$ cat src/rtl/mastermind_scorer.sv
// mastermind_scorer: multi-cycle Mastermind feedback engine.
// Counts exact (red) matches in one pass over the pegs, then colour-only
// (white) matches in a second pass. Per-peg "used" flags make sure each
// code peg and each guess peg is counted at most once. The block also keeps
// the guess count and the sticky win/lose status for the current game.
module mastermind_scorer #(
  parameter  int PEGS        = 4,
  parameter  int COLOR_W     = 3,
  parameter  int MAX_GUESSES = 8,
  localparam int CNT_W       = $clog2(PEGS + 1),
  localparam int GC_W        = $clog2(MAX_GUESSES + 1)
) (
  input  logic                      clk,
  input  logic                      reset,
  input  logic                      new_game,
  input  logic                      start,
  input  logic [PEGS*COLOR_W-1:0]   code,
  input  logic [PEGS*COLOR_W-1:0]   guess,
  output logic                      busy,
  output logic                      done,
  output logic [CNT_W-1:0]          red,
  output logic [CNT_W-1:0]          white,
  output logic [GC_W-1:0]           guess_count,
  output logic                      win,
  output logic                      lose
);

  localparam int IDX_W = (PEGS > 1) ? $clog2(PEGS) : 1;

  typedef enum logic [1:0] {S_IDLE, S_RED, S_WHITE, S_FINISH} state_t;

  state_t                    state_q, state_d;
  logic [PEGS*COLOR_W-1:0]   code_q, code_d;
  logic [PEGS*COLOR_W-1:0]   guess_q, guess_d;
  logic [PEGS-1:0]           code_used_q, code_used_d;
  logic [PEGS-1:0]           guess_used_q, guess_used_d;
  logic [CNT_W-1:0]          red_acc_q, red_acc_d;
  logic [CNT_W-1:0]          white_acc_q, white_acc_d;
  logic [IDX_W-1:0]          idx_q, idx_d;
  logic [CNT_W-1:0]          red_q, red_d;
  logic [CNT_W-1:0]          white_q, white_d;
  logic [GC_W-1:0]           gc_q, gc_d;
  logic                      win_q, win_d;
  logic                      lose_q, lose_d;

  logic [COLOR_W-1:0]        code_peg;
  logic [COLOR_W-1:0]        guess_peg;
  logic                      idx_last;
  logic                      hit_found;
  logic [IDX_W-1:0]          hit_j;

  assign code_peg  = code_q[idx_q*COLOR_W +: COLOR_W];
  assign guess_peg = guess_q[idx_q*COLOR_W +: COLOR_W];
  assign idx_last  = (idx_q == IDX_W'(PEGS - 1));

  // Lowest unused code peg whose colour matches the current guess peg.
  always_comb begin
    hit_found = 1'b0;
    hit_j     = '0;
    for (int j = 0; j < PEGS; j++) begin
      if (!hit_found && !code_used_q[j] &&
          (code_q[j*COLOR_W +: COLOR_W] == guess_peg)) begin
        hit_found = 1'b1;
        hit_j     = IDX_W'(j);
      end
    end
  end

  // Next-state and datapath updates for the scoring sequence.
  always_comb begin
    state_d      = state_q;
    code_d       = code_q;
    guess_d      = guess_q;
    code_used_d  = code_used_q;
    guess_used_d = guess_used_q;
    red_acc_d    = red_acc_q;
    white_acc_d  = white_acc_q;
    idx_d        = idx_q;
    red_d        = red_q;
    white_d      = white_q;
    gc_d         = gc_q;
    win_d        = win_q;
    lose_d       = lose_q;

    if (new_game) begin
      // Abort anything in flight; the aborted guess never reports.
      state_d = S_IDLE;
      red_d   = '0;
      white_d = '0;
      gc_d    = '0;
      win_d   = 1'b0;
      lose_d  = 1'b0;
    end else begin
      unique case (state_q)
        S_IDLE: begin
          if (start && !win_q && !lose_q) begin
            code_d       = code;
            guess_d      = guess;
            code_used_d  = '0;
            guess_used_d = '0;
            red_acc_d    = '0;
            white_acc_d  = '0;
            idx_d        = '0;
            state_d      = S_RED;
          end
        end
        S_RED: begin
          if (code_peg == guess_peg) begin
            code_used_d[idx_q]  = 1'b1;
            guess_used_d[idx_q] = 1'b1;
            red_acc_d           = red_acc_q + CNT_W'(1);
          end
          if (idx_last) begin
            idx_d   = '0;
            state_d = S_WHITE;
          end else begin
            idx_d = idx_q + IDX_W'(1);
          end
        end
        S_WHITE: begin
          if (!guess_used_q[idx_q] && hit_found) begin
            code_used_d[hit_j] = 1'b1;
            white_acc_d        = white_acc_q + CNT_W'(1);
          end
          if (idx_last) begin
            state_d = S_FINISH;
          end else begin
            idx_d = idx_q + IDX_W'(1);
          end
        end
        S_FINISH: begin
          red_d   = red_acc_q;
          white_d = white_acc_q;
          gc_d    = (gc_q == GC_W'(MAX_GUESSES)) ? gc_q : gc_q + GC_W'(1);
          win_d   = (red_acc_q == CNT_W'(PEGS));
          // This guess is the last allowed one when the old count is MAX-1.
          lose_d  = !win_d && (gc_q == GC_W'(MAX_GUESSES - 1));
          state_d = S_IDLE;
        end
        default: state_d = S_IDLE;
      endcase
    end
  end

  // State and result registers; reset clears everything.
  always_ff @(posedge clk) begin
    if (reset) begin
      state_q      <= S_IDLE;
      code_q       <= '0;
      guess_q      <= '0;
      code_used_q  <= '0;
      guess_used_q <= '0;
      red_acc_q    <= '0;
      white_acc_q  <= '0;
      idx_q        <= '0;
      red_q        <= '0;
      white_q      <= '0;
      gc_q         <= '0;
      win_q        <= 1'b0;
      lose_q       <= 1'b0;
    end else begin
      state_q      <= state_d;
      code_q       <= code_d;
      guess_q      <= guess_d;
      code_used_q  <= code_used_d;
      guess_used_q <= guess_used_d;
      red_acc_q    <= red_acc_d;
      white_acc_q  <= white_acc_d;
      idx_q        <= idx_d;
      red_q        <= red_d;
      white_q      <= white_d;
      gc_q         <= gc_d;
      win_q        <= win_d;
      lose_q       <= lose_d;
    end
  end

  assign busy        = (state_q != S_IDLE);
  assign done        = (state_q == S_FINISH);
  assign red         = red_q;
  assign white       = white_q;
  assign guess_count = gc_q;
  assign win         = win_q;
  assign lose        = lose_q;

endmodule

$ cat config.mk
export PLATFORM = sky130hd
export DESIGN_NAME = mastermind_scorer
export DESIGN_NICKNAME = d
export VERILOG_FILES = /design/src/rtl/mastermind_scorer.sv
export SDC_FILE = /design/constraint.sdc
export NUM_CORES = 1
export LEC_CHECK = 0
export CAP_MARGIN = 20
export CELL_PAD_IN_SITES_DETAIL_PLACEMENT = 0
export CELL_PAD_IN_SITES_GLOBAL_PLACEMENT = 1
export CORE_UTILIZATION = 45
export CTS_BUF_LIST = sky130_fd_sc_hd__clkbuf_2 sky130_fd_sc_hd__clkbuf_4 sky130_fd_sc_hd__clkbuf_8
export CTS_CLUSTER_SIZE = 20
export DETAILED_ROUTE_END_ITERATION = 7
export PLACE_DENSITY = 0.95
export SLEW_MARGIN = 0
export SYNTH_ARGS = -nofsm -noshare
export SYNTH_HDL_FRONTEND = slang
export SYNTH_SLANG_ARGS = --single-unit
$ cat constraint.sdc
create_clock -name clk -period 3.99 [get_ports clk]
set_clock_uncertainty 0.05 [all_clocks]
set_input_delay 0.798 -clock clk [delete_from_list [all_inputs] [get_ports clk]]
set_output_delay 0.798 -clock clk [all_outputs]
set_load 0.005 [all_outputs]
; Word-level counts from Yosys, hierarchy flattened
; Cells that the tools add are included.
[totals]
ff_bits = 54
latchBits = 0
mem_bits_rw = 0
mem_bits_ro = 0
inputBits = 28
out_inout_bits = 14
n_memories = 0
[op_classes]
addsub = 4
multipliers = 1
n_div = 0
order_cmp = 4
eq_ne = 18
shifts = 2
mux = 32
n_bitwise = 5
reduce_logical = 37
[ops]
columns = op, count
row1 = 12-bit by 5-bit indexed part select with 3-bit output, 2
row2 = 2-bit two-way mux, 8
row3 = 4-bit two-way mux, 4
row4 = 3-bit == test, 5
row5 = 1-bit logical AND, 13
row6 = "2-bit != test, second input constant", 6
row7 = 4-bit bitwise OR, 3
row8 = 3-bit case mux with 2 select lines, 2
row9 = 4-bit case mux with 3 select lines, 1
row10 = 4-bit AND reduction, 3
row11 = 1-bit logical NOT, 11
row12 = 3-bit two-way mux, 3
row13 = 1-bit two-way mux, 8
row14 = 2-bit case mux with 4 select lines, 1
row15 = 4-bit case mux with 2 select lines, 1
row16 = "3-bit by 1-bit adder with 3-bit output, second input constant", 2
row17 = "2-bit == test, second input constant", 3
row18 = "2-bit by 3-bit < comparator with 1-bit output, second input constant", 2
row19 = 2-bit case mux with 3 select lines, 1
row20 = 3-bit AND reduction, 2
row21 = 2-bit nonzero test, 3
row22 = 5-bit AND reduction, 1
row23 = "4-bit by 1-bit adder with 4-bit output, second input constant", 1
row24 = 1-bit demux with 2-bit select, 2
row25 = other kinds (13), 15

; Longest topological paths before layout
[depth]
ltp_word = 24
mapped_depth = 9
depth_no_buf = 8

; Worst setup path before layout
; OpenSTA, ideal clock, no wires.
[synth_timing]
path_kind = input port to flip-flop
start = input port start
end = register red_acc_q[2]
setup_time_ns = 0.116
t_arrival_ns = 2.465
required_ns = 3.824
slack_ns = 1.359
path_stages = 6
path_buffers = 1
cell_sequence = or3b_2 or3_1 clkbuf_1 a22oi_1 a211oi_1 a31o_2
[synth_via]
elab_chain_cells = 4
[synth_lines]
columns = element, line_no
row1 = "start, declared", 16  ; input logic start,
row2 = 1-bit logical AND (2 in series), 96  ; if (start && !win_q && !lose_q) begin
row3 = 2-bit != test (no source line), -
row4 = 4-bit AND reduction (no source line), -
row5 = "end signal, assigned", 167  ; red_acc_q <= red_acc_d;
row6 = "end, declared", 37  ; logic [CNT_W-1:0] red_acc_q, red_acc_d;
; No other way between the ends.
; A chain may end at the register's enable or synchronous reset.

; Worst setup path after layout
[layout_timing]
start = input port start
end = register code_used_q[1]
[layout_via]
elab_chain_cells = 4
[layout_lines]
columns = element, line_no
row1 = 1-bit logical AND (2 in series), 96
row2 = 2-bit != test (no source line), -
row3 = 5-bit AND reduction (no source line), -
row4 = "end signal, assigned", 165  ; code_used_q <= code_used_d;
row5 = "end, declared", 35  ; logic [PEGS-1:0] code_used_q, code_used_d;
; No other way between the ends.

==> results.md <==
- Pwr/cell area: 336 nW/µm²
- First-pass DRT Iterations: 4
- Mean number of vias per cell: 5.29
- Critical path class: in -> reg
- Share of cells above drive strength 1: 6.73%
- Overall via count from detail_route: 2189
- Fin. max-slew vios: 0
- DR WL/cell: 13.6 µm
- Final hold violations: 0
- Die height: 79.2 µm
- Post-Synthesis Cell Area: 2680 µm²
- Congestion Overflow GR: 0
- Max Root-Sink Buffers: 2
- Setup crit end kind: flop
- Sequential area share after synthesis: 40.3%
- Largest net degree at the start of global routing: 34
- Die Wd: 79.2 µm
- Worst-path maximum fanout: 6
- CP max-delay cell: a221oi_1
- Post-DP HPWL: 4160 µm
- Outcome: complete, no violations
- Syn Inst Count: 305
- Primary FF master, synth: dfxtp_1
- Fmax: 330 MHz
- Boundary pin count: 42
- Area Overhead vs Synth: 20.7%
- Clock sinks: 54
- Max-Cap Viols: 0
- Nets: 382
- Worst Reg-to-Reg Cells: 6
- Setup crit start kind: input port
- Worst hold slack: 0.408 ns
- Worst path required time: 4.17 ns
- Crit share post-route: 75.9%
- CP cell instances: clkdlybuf4s50_1 > or3b_2 > a21oi_1 > nand2_1 > a221oi_1 > o21ai_0 > a211oi_1
- Port Buf Inserts: 41
- CTS buffer count: 5
- Clock-pin slew on the worst setup and hold paths: 0.10 ns
- Die area: 6280 µm²
- Met3 Use GR: 3.91%
- Crit path buf inv count: 1
- Tmin final: 3.03 ns
- Count of cell types in the netlist: 45
- First-pass GRT wire length: 9620 µm
- Vias in the first global route: 2083
- H-tree levels: 2
- CTS tree: yes
- CP max stage delay: 0.58 ns
- Gpl congestion: 0.808
- Ys async rst share: 0%
- Worst Tran Pin Value: 0.699 ns
- TNS Setup: 0 ns
- Skew-Pair Late Insertion Delay: 0.32 ns
- Final Setup Violations: 0
- Total GRT Usage: 19.8%
- Final WL: 5620 µm
- Seq cells post-synth: 54
- RSZ-0062 raised after global routing: no
- Met2 Use GR: 33.9%
- Initial antenna violation count: 0
- ANT cells: 0
- Max-Slew Margin vs Limit: 53.4%
- # fillers: 539
- CTS Root Cell: clkbuf_8
- Antenna violation net count after detailed routing: 0
- FP Rows: 27
- Initial Util: 47.6%
- Leak: 1.21 nW
- DRC viols: 0
- DRC marker count from the first detailed-route iteration: 152
- Hold Path Stages: 2
- Delay-heaviest family, CP: compound AO/OA/AOI/OAI gates
- Post-CTS sizing: 0
- Post-DP Area: 3130 µm²
- Post-CTS setup buffer count: 0
- Syn Area/Cell: 8.80 µm²
- Critical path depth in cells: 7
- Hold-fix buffers, CTS: 0
- Fin area: 3240 µm²
- Critical Path AT: 3.21 ns
- Std-Cell Core Area: 5640 µm²
- GRT busiest layer: met2
- Synth Warn #: 0
- Synthesized net count: 346
- VDD IR-drop max: 0.198 mV
- Post-synth EDFFs: 0
- Worst min path class: reg -> reg
- Met1 usage: 24.6%
## flip-flops by register name, summed over array words and instances (netlist names)
| register | cells |
|---|---|
| code_q | 12 |
| code_used_q | 4 |
| guess_count | 4 |
| guess_q | 12 |
| guess_used_q | 4 |
| idx_q | 2 |
| lose | 1 |
| red | 3 |
| red_acc_q | 3 |
| state_q | 2 |
| white | 3 |
| white_acc_q | 3 |
| win | 1 |
## cell type report
class                   count  area [µm²]  share of cell area, %
clock buffers               5        68.8                   2.12
clock inverters             3        43.8                   1.35
inverters                  16        60.1                   1.85
multi-input cells         220        1460                   45.2
flip-flops and latches     54        1080                   33.4
well taps                  72        90.1                   2.78
repair buffers             44         433                   13.4
## synth_stat cells (2+ instances only)
| cell | number | area share, % |
|---|---|---|
| a211oi_1 | 2 | 0.56 |
| a21oi_1 | 40 | 7.5 |
| buf_6 | 3 | 1.3 |
| clkbuf_1 | 10 | 1.4 |
| dfxtp_1 | 54 | 40 |
| ha_1 | 13 | 6.1 |
| inv_1 | 16 | 2.2 |
| mux2_2 | 2 | 0.84 |
| mux2i_1 | 7 | 2.6 |
| mux4_1 | 4 | 3.9 |
| mux4_2 | 3 | 2.5 |
| nand2_1 | 56 | 7.8 |
| nand3_1 | 8 | 1.5 |
| nand3b_1 | 2 | 0.56 |
| nand4_1 | 3 | 0.70 |
| nand4b_1 | 2 | 0.65 |
| nor2_1 | 26 | 3.6 |
| nor3_1 | 5 | 0.93 |
| nor4_2 | 2 | 0.93 |
| o211ai_1 | 4 | 1.1 |
| o21ai_0 | 2 | 0.37 |
| or3_1 | 2 | 0.47 |
| xnor2_1 | 7 | 2.3 |
| xor2_1 | 11 | 3.6 |
## where the power goes
group	leakage (nW)	internal (W)	switching [W]
sequential	0.438	0.000554	0.0000121
clock	0.0585	0.000188	0.000188
combinational	0.710	0.0000707	0.0000748
## cells by family (layout without fill, tap and decap cells)
family                   Yosys count  after routing  synth area share [%]
AND/OR/NAND/NOR                  115            115                  20.0
AO/OA/AOI/OAI                     58             58                  12.6
flip-flops                        54             54                  40.3
buffers and inverters             31             68                  5.36
XOR/XNOR                          18             18                  5.87
multiplexers                      16             16                  9.88
adder cells (fa/ha/maj)           13             13                  6.06
## final timing paths
kind / slack (ns) / start / endpoint
max: 0.96 / start / code_used_q[1]
min: 0.41 / guess_q[11] / guess_q[11]
min reg2reg: 0.41 / guess_q[11] / guess_q[11]
max reg2reg: 1.06 / idx_q[0] / code_used_q[1]
## tightest hold or removal path, cell delays in order, from the launching register on
cell and delay (ns):
dfxtp_1 0.32, nand2_1 0.05, a21oi_1 0.05
## per-layer routing
metal / wire [µm] / vias up
li1: - / 1114
met4: 91 / 0
met3: 312 / 8
met2: 2760 / 68
met5: 0 / -
met1: 2460 / 999
## layout by cell type (no fill, tap or decap), types with 5 or more instances in the layout
cell             synthesis  layout
xnor2_1                  7       7
xor2_1                  11      11
nand3_1                  8       8
nand2_1                 56      56
ha_1                    13      13
inv_1                   16      16
clkdlybuf4s50_1          0      41
clkbuf_8                 0       5
a21oi_1                 40      40
dfxtp_1                 54      54
mux2i_1                  7       7
nor2_1                  26      26
## per-stage QoR
step | setup WS [ns] | total power, W | util [%] | std cells
after global routing | 0.731 | 0.00114 | 57.4 | 414
final | 0.961 | 0.00109 | 57.4 | 414
after detailed placement | 0.603 | 0.000724 | 55.4 | 406
after CTS | 0.943 | 0.00110 | 57.4 | 414
after floorplan | 1.36 | 0.000671 | - | 305
after global placement | 0.724 | 0.000721 | 55.4 | 406
Power figures use the tool's default switching activity.
